$ cat config.mk
export PLATFORM = sky130hd
export DESIGN_NAME = fpu_inq_sched_flat
export DESIGN_NICKNAME = d
export VERILOG_FILES = /design/src/rtl/fpu_inq_sched_if.sv /design/src/rtl/fpu_inq_sched.sv /design/src/flat_wrapper.sv
export SDC_FILE = /design/constraint.sdc
export NUM_CORES = 1
export LEC_CHECK = 0
export CELL_PAD_IN_SITES_DETAIL_PLACEMENT = 0
export CELL_PAD_IN_SITES_GLOBAL_PLACEMENT = 1
export CORE_AREA = 2 2 148 179
export CTS_BUF_LIST = sky130_fd_sc_hd__clkbuf_16
export CTS_CLUSTER_DIAMETER = 150
export DETAILED_ROUTE_END_ITERATION = 8
export DIE_AREA = 0 0 150 181
export PLACE_DENSITY_LB_ADDON = 0.3
export SLEW_MARGIN = 30
export SYNTH_ARGS = -nofsm -noshare
export SYNTH_HDL_FRONTEND = slang
export SYNTH_SLANG_ARGS = --single-unit
export TNS_END_PERCENT = 20
$ cat constraint.sdc
create_clock -name rclk -period 5.2 [get_ports rclk]
set_input_delay 1.04 -clock rclk [delete_from_list [all_inputs] [get_ports rclk]]
set_output_delay 1.04 -clock rclk [all_outputs]
set_load 0.01 [all_outputs]
$ cat src/rtl/fpu_inq_sched_if.sv
// Handshake bundle between the PCX request decode, the inq SRAM and the
// pipe-load logic of the FPU input-queue issue scheduler.
interface fpu_inq_sched_if #(
    parameter int AW = 4
);
    logic          wr_vld;
    logic [1:0]    wr_pipe;
    logic          a1stg_step;
    logic          m1stg_step;
    logic          d1stg_step;
    logic          inq_we;
    logic [AW-1:0] inq_wraddr;
    logic          inq_read_en;
    logic [AW-1:0] inq_rdaddr;
    logic          inq_add;
    logic          inq_mul;
    logic          inq_div;
    logic [AW:0]   inq_cnt;
    logic          inq_full;
    logic          inq_ovfl;

    modport master (
        output wr_vld, wr_pipe, a1stg_step, m1stg_step, d1stg_step,
        input  inq_we, inq_wraddr, inq_read_en, inq_rdaddr,
        input  inq_add, inq_mul, inq_div, inq_cnt, inq_full, inq_ovfl
    );

    modport slave (
        input  wr_vld, wr_pipe, a1stg_step, m1stg_step, d1stg_step,
        output inq_we, inq_wraddr, inq_read_en, inq_rdaddr,
        output inq_add, inq_mul, inq_div, inq_cnt, inq_full, inq_ovfl
    );
endinterface

$ cat src/rtl/fpu_inq_sched.sv
// FPU input-queue issue scheduler: allocates SRAM slots to decoded requests,
// keeps one ordered slot list per pipe (add/mul/div) and round-robin
// arbitrates the single SRAM read port among the pipes, so a stalled pipe
// never blocks the others.
module fpu_inq_sched #(
    parameter int DEPTH = 16,
    parameter int AW    = 4
) (
    input  logic           rclk,
    input  logic           grst,
    fpu_inq_sched_if.slave bus
);
    localparam int NP = 3;

    typedef enum logic [1:0] {
        RR_ADD = 2'd0,
        RR_MUL = 2'd1,
        RR_DIV = 2'd2
    } rr_e;

    // Registered state
    logic [DEPTH-1:0] free_q, free_d;
    logic [AW-1:0]    fifo_q [NP][DEPTH];
    logic [AW-1:0]    fifo_d [NP][DEPTH];
    logic [AW-1:0]    wptr_q [NP];
    logic [AW-1:0]    wptr_d [NP];
    logic [AW-1:0]    rptr_q [NP];
    logic [AW-1:0]    rptr_d [NP];
    logic [AW:0]      fcnt_q [NP];
    logic [AW:0]      fcnt_d [NP];
    logic [AW:0]      cnt_q, cnt_d;
    rr_e              rr_q, rr_d;
    logic             ovfl_q, ovfl_d;

    // Combinational helpers
    logic             full_s;
    logic             wr_req_s;
    logic             wr_acc_s;
    logic [1:0]       wr_idx_s;
    logic             free_any_s;
    logic [AW-1:0]    free_slot_s;
    logic [NP-1:0]    elig_s;
    logic             gnt_s;
    logic [1:0]       gnt_idx_s;
    logic [AW-1:0]    head_s;

    // Write qualification; reset suppresses both allocation and overflow.
    always_comb begin
        full_s   = (cnt_q == (AW+1)'(DEPTH));
        wr_req_s = bus.wr_vld && (bus.wr_pipe != 2'b00) && !grst;
        wr_idx_s = bus.wr_pipe - 2'd1;
        wr_acc_s = wr_req_s && !full_s && free_any_s;
    end

    // Lowest-index free slot, scanning upward and keeping the first hit.
    always_comb begin
        free_any_s  = 1'b0;
        free_slot_s = {AW{1'b0}};
        for (int i = 0; i < DEPTH; i++) begin
            free_slot_s = (free_q[i] && !free_any_s) ? AW'(i) : free_slot_s;
            free_any_s  = free_any_s | free_q[i];
        end
    end

    // Eligibility from registered FIFO counts: a write is visible only next cycle.
    always_comb begin
        elig_s[0] = (fcnt_q[0] != {(AW+1){1'b0}}) && bus.a1stg_step && !grst;
        elig_s[1] = (fcnt_q[1] != {(AW+1){1'b0}}) && bus.m1stg_step && !grst;
        elig_s[2] = (fcnt_q[2] != {(AW+1){1'b0}}) && bus.d1stg_step && !grst;
    end

    // Round-robin search starting at rr, first eligible pipe wins.
    always_comb begin
        logic [2:0] sum;
        logic [2:0] cand;
        logic       take;
        gnt_s     = 1'b0;
        gnt_idx_s = 2'd0;
        sum       = 3'd0;
        cand      = 3'd0;
        take      = 1'b0;
        for (int k = 0; k < NP; k++) begin
            sum       = 3'(rr_q) + 3'(k);
            cand      = (sum >= 3'd3) ? (sum - 3'd3) : sum;
            take      = !gnt_s && elig_s[cand[1:0]];
            gnt_idx_s = take ? cand[1:0] : gnt_idx_s;
            gnt_s     = gnt_s | take;
        end
        head_s = fifo_q[gnt_idx_s][rptr_q[gnt_idx_s]];
    end

    // Next-state: allocate/push on write, pop/free on issue, advance rr.
    always_comb begin
        free_d = free_q;
        fifo_d = fifo_q;
        wptr_d = wptr_q;
        rptr_d = rptr_q;
        fcnt_d = fcnt_q;
        rr_d   = rr_q;
        ovfl_d = ovfl_q;
        if (wr_acc_s) begin
            free_d[free_slot_s]                = 1'b0;
            fifo_d[wr_idx_s][wptr_q[wr_idx_s]] = free_slot_s;
            wptr_d[wr_idx_s]                   = wptr_q[wr_idx_s] + {{(AW-1){1'b0}}, 1'b1};
            fcnt_d[wr_idx_s]                   = fcnt_q[wr_idx_s] + {{AW{1'b0}}, 1'b1};
        end else begin
            // A valid write that finds the queue full latches overflow, even
            // if an issue frees a slot in the same cycle.
            ovfl_d = ovfl_q | (wr_req_s && full_s);
        end
        if (gnt_s) begin
            free_d[head_s]    = 1'b1;
            rptr_d[gnt_idx_s] = rptr_q[gnt_idx_s] + {{(AW-1){1'b0}}, 1'b1};
            fcnt_d[gnt_idx_s] = fcnt_d[gnt_idx_s] - {{AW{1'b0}}, 1'b1};
            case (gnt_idx_s)
                2'd0:    rr_d = RR_MUL;
                2'd1:    rr_d = RR_DIV;
                default: rr_d = RR_ADD;
            endcase
        end else begin
            rr_d = rr_q;
        end
        cnt_d = cnt_q + {{AW{1'b0}}, wr_acc_s} - {{AW{1'b0}}, gnt_s};
    end

    // State register with synchronous reset that discards all queued entries.
    always_ff @(posedge rclk) begin
        if (grst) begin
            free_q <= {DEPTH{1'b1}};
            for (int p = 0; p < NP; p++) begin
                wptr_q[p] <= {AW{1'b0}};
                rptr_q[p] <= {AW{1'b0}};
                fcnt_q[p] <= {(AW+1){1'b0}};
                for (int i = 0; i < DEPTH; i++) begin
                    fifo_q[p][i] <= {AW{1'b0}};
                end
            end
            cnt_q  <= {(AW+1){1'b0}};
            rr_q   <= RR_ADD;
            ovfl_q <= 1'b0;
        end else begin
            free_q <= free_d;
            fifo_q <= fifo_d;
            wptr_q <= wptr_d;
            rptr_q <= rptr_d;
            fcnt_q <= fcnt_d;
            cnt_q  <= cnt_d;
            rr_q   <= rr_d;
            ovfl_q <= ovfl_d;
        end
    end

    // Write and issue strobes are same-cycle; occupancy comes from flops.
    always_comb begin
        bus.inq_we      = wr_acc_s;
        bus.inq_wraddr  = wr_acc_s ? free_slot_s : {AW{1'b0}};
        bus.inq_read_en = gnt_s;
        bus.inq_rdaddr  = gnt_s ? head_s : {AW{1'b0}};
        bus.inq_add     = gnt_s && (gnt_idx_s == 2'd0);
        bus.inq_mul     = gnt_s && (gnt_idx_s == 2'd1);
        bus.inq_div     = gnt_s && (gnt_idx_s == 2'd2);
        bus.inq_cnt     = cnt_q;
        bus.inq_full    = full_s;
        bus.inq_ovfl    = ovfl_q;
    end
endmodule

$ cat src/flat_wrapper.sv
// flat-port wrapper written by rule: the top's interface ports become plain ports
module fpu_inq_sched_flat 
#(
    parameter int DEPTH = 16,
    parameter int AW    = 4
)
  (rclk, grst, bus_wr_vld, bus_wr_pipe, bus_a1stg_step, bus_m1stg_step, bus_d1stg_step, bus_inq_we, bus_inq_wraddr, bus_inq_read_en, bus_inq_rdaddr, bus_inq_add, bus_inq_mul, bus_inq_div, bus_inq_cnt, bus_inq_full, bus_inq_ovfl);
  fpu_inq_sched_if #(.AW(AW)) bus_i ();
  input  logic rclk;
  input  logic grst;
  input wire logic [$bits(bus_i.wr_vld)-1:0] bus_wr_vld;
  input wire logic [$bits(bus_i.wr_pipe)-1:0] bus_wr_pipe;
  input wire logic [$bits(bus_i.a1stg_step)-1:0] bus_a1stg_step;
  input wire logic [$bits(bus_i.m1stg_step)-1:0] bus_m1stg_step;
  input wire logic [$bits(bus_i.d1stg_step)-1:0] bus_d1stg_step;
  output wire logic [$bits(bus_i.inq_we)-1:0] bus_inq_we;
  output wire logic [$bits(bus_i.inq_wraddr)-1:0] bus_inq_wraddr;
  output wire logic [$bits(bus_i.inq_read_en)-1:0] bus_inq_read_en;
  output wire logic [$bits(bus_i.inq_rdaddr)-1:0] bus_inq_rdaddr;
  output wire logic [$bits(bus_i.inq_add)-1:0] bus_inq_add;
  output wire logic [$bits(bus_i.inq_mul)-1:0] bus_inq_mul;
  output wire logic [$bits(bus_i.inq_div)-1:0] bus_inq_div;
  output wire logic [$bits(bus_i.inq_cnt)-1:0] bus_inq_cnt;
  output wire logic [$bits(bus_i.inq_full)-1:0] bus_inq_full;
  output wire logic [$bits(bus_i.inq_ovfl)-1:0] bus_inq_ovfl;
  assign bus_i.wr_vld = bus_wr_vld;
  assign bus_i.wr_pipe = bus_wr_pipe;
  assign bus_i.a1stg_step = bus_a1stg_step;
  assign bus_i.m1stg_step = bus_m1stg_step;
  assign bus_i.d1stg_step = bus_d1stg_step;
  assign bus_inq_we = bus_i.inq_we;
  assign bus_inq_wraddr = bus_i.inq_wraddr;
  assign bus_inq_read_en = bus_i.inq_read_en;
  assign bus_inq_rdaddr = bus_i.inq_rdaddr;
  assign bus_inq_add = bus_i.inq_add;
  assign bus_inq_mul = bus_i.inq_mul;
  assign bus_inq_div = bus_i.inq_div;
  assign bus_inq_cnt = bus_i.inq_cnt;
  assign bus_inq_full = bus_i.inq_full;
  assign bus_inq_ovfl = bus_i.inq_ovfl;
  fpu_inq_sched #(.DEPTH(DEPTH), .AW(AW)) u_core (.rclk(rclk), .grst(grst), .bus(bus_i));
endmodule
## Yosys cells after proc, flatten, opt, wreduce, memory -nomap -nowiden

Index checks and enable logic that the tools add are counted.

- Register bits after elaboration: 255
- Input bits: 8
- Output and inout bits: 20
- Logic and storage cells: 251

- Add/subtract/negate cells: 12
- $lt $le $gt $ge: 17
- Equal/unequal tests: 3
- Mux-type cells: 73
- Bitwise gates (word level): 25
- Reduce and logical (&&, ||, !) cells: 60

Operators with widths:

| operator | count |
|---|---|
| bitwise mux 192 bit | 1 |
| two-way mux 64 bit | 3 |
| binary-select mux 64 bit (select 2 bit) | 1 |
| demux 64 bit (select 2 bit) | 1 |
| two-way mux 4 bit | 25 |
| logical AND 1 bit | 36 |
| two-way mux 16 bit | 2 |
| bitwise mux 15 bit | 2 |
| two-way mux 15 bit | 2 |
| two-way mux 5 bit | 6 |
| bitwise mux 12 bit | 2 |
| binary-select mux 5 bit (select 2 bit) | 2 |
| demux 5 bit (select 2 bit) | 2 |
| logical NOT 1 bit | 19 |
| bitwise OR 1 bit | 18 |
| bitwise AND 16 bit | 1 |
| binary-select mux 4 bit (select 2 bit) | 2 |
| binary-select mux 4 bit (select 4 bit) | 1 |
| demux 4 bit (select 2 bit) | 2 |
| demux 4 bit (select 4 bit) | 1 |
| inverter 16 bit | 1 |
| bitwise OR 16 bit | 1 |
| nonzero test 5 bit | 3 |
| two-way mux 2 bit | 6 |
| other kinds (29) | 50 |

## Longest topological paths before layout

- Word-level depth: 26
- Depth in mapped cells: 19
- Mapped depth without buffers: 15

## Worst setup path before layout

OpenSTA, ideal clock, no wires.

- Path type: input-to-output
- Start: input grst
- End: output bus_inq_rdaddr[1]
- Data arrival time: 3.674 ns
- Required time: 4.160 ns
- Setup slack: 0.486 ns
- Cell stages on the path: 13
- Buffers on the path: 2
- Cells stage by stage: clkbuf_1 nand2b_1 a2111oi_0 or3_1 buf_6 inv_4 a32o_2 o22ai_2 or2_1 a311oi_1 or4_4 mux2i_2 nor2_1

- Cells in the longest elaborated chain, start to end: 19
- Elaborated cells on any way between the ends: 31
- Classes of those cells: mux (19); bitwise (4); reduce/logical (8)

RTL lines:

| what | line | source |
|---|---|---|
| start, declared | flat_wrapper.sv:10 | `input logic grst;` |
| logical NOT 1 bit * | fpu_inq_sched.sv:67, fpu_inq_sched.sv:68, fpu_inq_sched.sv:69 |  |
| logical AND 1 bit (on tied branches) | fpu_inq_sched.sv:67, fpu_inq_sched.sv:68, fpu_inq_sched.sv:69 |  |
| binary-select mux 1 bit (select 2 bit) | fpu_inq_sched.sv:85 | `take = !gnt_s && elig_s[cand[1:0]];` |
| two-way mux 1 bit (not written as such) | fpu_inq_sched.sv:85 |  |
| logical NOT 1 bit | fpu_inq_sched.sv:85 |  |
| logical AND 1 bit | fpu_inq_sched.sv:85 |  |
| bitwise OR 1 bit | fpu_inq_sched.sv:87 | `gnt_s = gnt_s \| take;` |
| logical NOT 1 bit | fpu_inq_sched.sv:85 |  |
| logical AND 1 bit | fpu_inq_sched.sv:85 |  |
| two-way mux 2 bit | fpu_inq_sched.sv:86 | `gnt_idx_s = take ? cand[1:0] : gnt_idx_s;` |
| inverter 2 -> 3 bit (not written as such) | fpu_inq_sched.sv:89 | `head_s = fifo_q[gnt_idx_s][rptr_q[gnt_idx_s]];` |
| binary-select mux 4 bit (select 2 bit) | fpu_inq_sched.sv:89 |  |
| two-way mux 4 bit (not written as such) (2 in series) | fpu_inq_sched.sv:89 |  |
| inverter 4 -> 5 bit (not written as such) | fpu_inq_sched.sv:89 |  |
| binary-select mux 4 bit (select 4 bit) | fpu_inq_sched.sv:89 |  |
| two-way mux 4 bit (not written as such) (2 in series) | fpu_inq_sched.sv:89 |  |
| two-way mux 4 bit * | fpu_inq_sched.sv:158 | `bus.inq_rdaddr = gnt_s ? head_s : {AW{1'b0}};` |
| end, declared | flat_wrapper.sv:19 | `output wire logic [$bits(bus_i.inq_rdaddr)-1:0] bus_inq_rdaddr;` |

Every way passes the cells marked *; elsewhere a longest branch is shown, timed or not. The select of a mux whose other input is x is not followed.

## Final worst setup path

- Start: input bus_d1stg_step
- End: output bus_inq_rdaddr[1]

- Cells in the longest elaborated chain, start to end: 19
- Elaborated cells on any way between the ends: 29
- Classes of those cells: mux (19); bitwise (4); reduce/logical (6)

RTL lines:

| what | line | source |
|---|---|---|
| start, declared | flat_wrapper.sv:15 | `input wire logic [$bits(bus_i.d1stg_step)-1:0] bus_d1stg_step;` |
| logical AND 1 bit * (2 in series) | fpu_inq_sched.sv:69 | `elig_s[2] = (fcnt_q[2] != {(AW+1){1'b0}}) && bus.d1stg_step && !grst;` |
| binary-select mux 1 bit (select 2 bit) | fpu_inq_sched.sv:85 |  |
| two-way mux 1 bit (not written as such) | fpu_inq_sched.sv:85 |  |
| logical NOT 1 bit | fpu_inq_sched.sv:85 |  |
| logical AND 1 bit | fpu_inq_sched.sv:85 |  |
| bitwise OR 1 bit | fpu_inq_sched.sv:87 |  |
| logical NOT 1 bit | fpu_inq_sched.sv:85 |  |
| logical AND 1 bit | fpu_inq_sched.sv:85 |  |
| two-way mux 2 bit | fpu_inq_sched.sv:86 |  |
| inverter 2 -> 3 bit (not written as such) | fpu_inq_sched.sv:89 |  |
| binary-select mux 4 bit (select 2 bit) | fpu_inq_sched.sv:89 |  |
| two-way mux 4 bit (not written as such) (2 in series) | fpu_inq_sched.sv:89 |  |
| inverter 4 -> 5 bit (not written as such) | fpu_inq_sched.sv:89 |  |
| binary-select mux 4 bit (select 4 bit) | fpu_inq_sched.sv:89 |  |
| two-way mux 4 bit (not written as such) (2 in series) | fpu_inq_sched.sv:89 |  |
| two-way mux 4 bit * | fpu_inq_sched.sv:158 |  |

Marks and branches as above.

==> out/results.ini <==
[sta]
timing_hold_violations_final=0
skew_ns=0.00824
slew_viol_final=0
timing.setup.tns_ns=-0.0645
setup_ws_ns=-0.0645
fmax_ghz=0.190
slew_headroom=0.360
post-route-period-util=1.01
rsz0062_at_grt=yes
tightest_slew_ns=0.960
finalSetupViolCount=1
fin_crit_ns=5.26

[final_layout]
drive_gt1_frac=0.153
layout.nets=1488
syn_to_final_growth_pct=19.2
utilization=0.567
final_cell_mix=nor2_1, dfxtp_1, a211oi_1, buf_4
n_antenna_cell=0
layout_commonest_cell=nor2_1

[synthesis]
async_reset_ff_frac=0
synth_cell_types=81
syn_area_per_cell_sq_um=8.65
synth_area_sq_um=12000
synthFlopType=dfxtp_1
synth_enable_flop_cells=0
ys_ff_latch=255
mappedNetlistNets=1419
ys_seq_area_frac=0.424
syn-instance-count=1391
ys_warn_count=0

[placed_design]
pre_cts_slack_ns=-0.494
gp_congestion=0.935
hpwl_mm=25.6
portBuffers=27

[hold_path]
holdPathStages=2
worstHoldPathType=reg -> reg
hold_start=u_core.rptr_q[6]
hold_path_end=u_core.rptr_q[6]

[critical_path]
crit_type=in -> out
crit_required_ns=4.16
r2r_cells=15
rrSetupSlack_ns=1.26
endpoint_kind=output pin
timing.rr.start=u_core.rr_q[0]
r2r_end=u_core.free_q[15]
start_kind=input port
critical_path_arrival_ns=4.22
cp_max_fo=15

[pwr]
combinationalPowerShare=0.470
finalPower_mw=7.60
sequentialPowerShare=0.280
p_clk_frac=0.250
p_sw_mw=3.02
p_leak_nw=4.96
swShare=0.398
ir_drop_v=0.000292
power.density_nw_per_um2=530
p_int_mw=4.58

[clock_network]
cts.clk_slew.worst_paths_ns=0.06
cts.sinks=255
cts_hold_buf=0
htreeDepth=1
cts_root_buf=clkbuf_16
clock_path_buffers=3
cts_tree=yes
clock_latency_ns=0.53
cts_buffers=27

[die]
row_count=64
chipWidth_microns=150
io_pins=28
initial_core_util=0.475
fp.dieH_microns=181
core-area_sq_um=25300
die_area_sq_um=27200

[grt]
gr-usage-all-layers=0.274
grt_pass1_vias=10500
overflow=0
grt_max_degree=109
antenna_found_initial=0
grt_pass1_wl_mm=59.3

[flow_run]
maxCapViolCount=0

[run_status]
status=finished with violations
violations=setup timing

[route]
postRouteAntennaNets=0
wire_per_inst_microns=20.9
first_pass_iters=7
routed_via_density=6.09
routed_wl_mm=37.8
drt-initial-drc-count=1011
drc=0
num_vias=11000

[worst max-delay path: stages]
cell and delay (ns):
clkdlybuf4s50_1 0.44, nor2b_2 0.15, o2111ai_1 0.13, or3_4 0.43
inv_6 0.12, a21oi_4 0.06, buf_12 0.16, buf_4 0.14
a21oi_2 0.11, or2_1 0.16, a311oi_1 0.07, or4_4 0.58
mux2i_4 0.21, nor2_1 0.08, dlygate4sd2_1 0.32
[flip-flops by register name, indices dropped and copies added, names as in the netlist]
signal and flops:
u_core.rptr_q 12, u_core.bus.inq_ovfl 1, u_core.free_q 16, u_core.rr_q 2, u_core.fcnt_q 15, u_core.fifo_q 192
u_core.bus.inq_cnt 5, u_core.wptr_q 12
[worst max-delay path by stage]
| stage | start | depth (start not counted) | end |
|---|---|---|---|
| finish | bus_d1stg_step | 15 | bus_inq_rdaddr[1] |
| global placement | bus_a1stg_step | 14 | bus_inq_rdaddr[1] |
| detailed placement | bus_a1stg_step | 13 | bus_inq_rdaddr[2] |
| floorplan | grst | 13 | bus_inq_rdaddr[1] |
| CTS | bus_a1stg_step | 15 | bus_inq_rdaddr[2] |
| global route | u_core.rr_q[0] | 16 | bus_inq_rdaddr[1] |
[synth_stat cells (3+ instances only)]
library cell,number,area (sq um)
nor2_1,307,1150
o211a_1,8,80.1
a21oi_2,3,26.3
mux2i_1,32,320
nor3_1,8,40.0
a311oi_1,6,52.6
nor2b_1,8,50.1
nand4_1,4,25.0
o2bb2ai_1,6,52.6
buf_6,3,33.8
inv_1,24,90.1
a22oi_1,18,135
dfxtp_1,255,5100
or3_1,7,43.8
o22ai_1,4,25.0
a2111oi_0,9,78.8
o41ai_1,15,131
and2_1,4,25.0
o211ai_1,9,67.6
clkbuf_1,74,278
a32o_1,36,360
nand3_1,19,95.1
o21ai_0,14,70.1
nor4_1,6,37.5
or4_1,3,22.5
a21oi_1,63,315
a221oi_1,15,131
a21o_1,3,22.5
nand2b_1,7,43.8
buf_2,21,105
mux2_2,5,56.3
buf_4,3,22.5
nand3b_1,4,30.0
and3_1,3,18.8
xor2_1,6,52.6
xnor2_1,13,114
ha_1,19,238
inv_2,3,11.3
a211oi_1,218,1640
a31oi_1,4,25.0
nand2_1,61,229
a22o_1,11,96.3
[layout make-up]
cell class	instances	area (sq um)
multi-input cells	1004	6610
fillers	2353	11000
inverters	29	114
clock buffers	27	676
well taps	330	413
clock inverters	22	188
repair buffers	143	1230
flip-flops and latches	255	5100
[kinds of logic (layout without fill, tap and decap cells)]
logic type               count (synthesis)  after routing  share of synthesized area
AND/OR/NAND/NOR                        456            456                      0.162
buffers and inverters                  132            221                     0.0464
adder cells (fa/ha/maj)                 21             21                     0.0223
AO/OA/AOI/OAI                          469            469                      0.298
flip-flops                             255            255                      0.424
multiplexers                            39             39                     0.0337
XOR/XNOR                                19             19                     0.0138
[per-stage QoR]
stage               hold WS, ns  std cells  instance area [sq um]
global placement          0.446       1754                  13200
CTS                       0.466       1807                  14200
global route              0.493       1810                  14300
floorplan                 0.436       1391                  12000
detailed placement        0.456       1754                  13200
finish                    0.470       1810                  14300
[metal layers]
metal	GRT usage	vias up	wire length [microns]
li1	-	5339	-
met1	0.366	5283	16400
met2	0.467	337	18500
met3	0.0253	56	1860
met4	0.0842	0	1050
met5	0	-	0
[power by group through the flow]
stage | logic (mW) | clock network [mW] | registers [mW]
final | 3.57 | 1.90 | 2.13
after global routing | 3.81 | 2.00 | 2.14
after CTS | 3.41 | 1.93 | 2.13
after detailed placement | 3.24 | 0 | 2.17
after global placement | 3.22 | 0 | 2.17
after floorplan | 1.88 | 0 | 2.15
[repair_timing]
| action | in CTS | in global routing |
|---|---|---|
| pin swaps | 6 | 6 |
| setup buffers | 4 | 2 |
| gates resized for setup | 39 | 17 |
| endpoints found under the setup margin | 4 | 4 |
| cloned | 0 | 1 |
(Power assumes the default switching activity.)
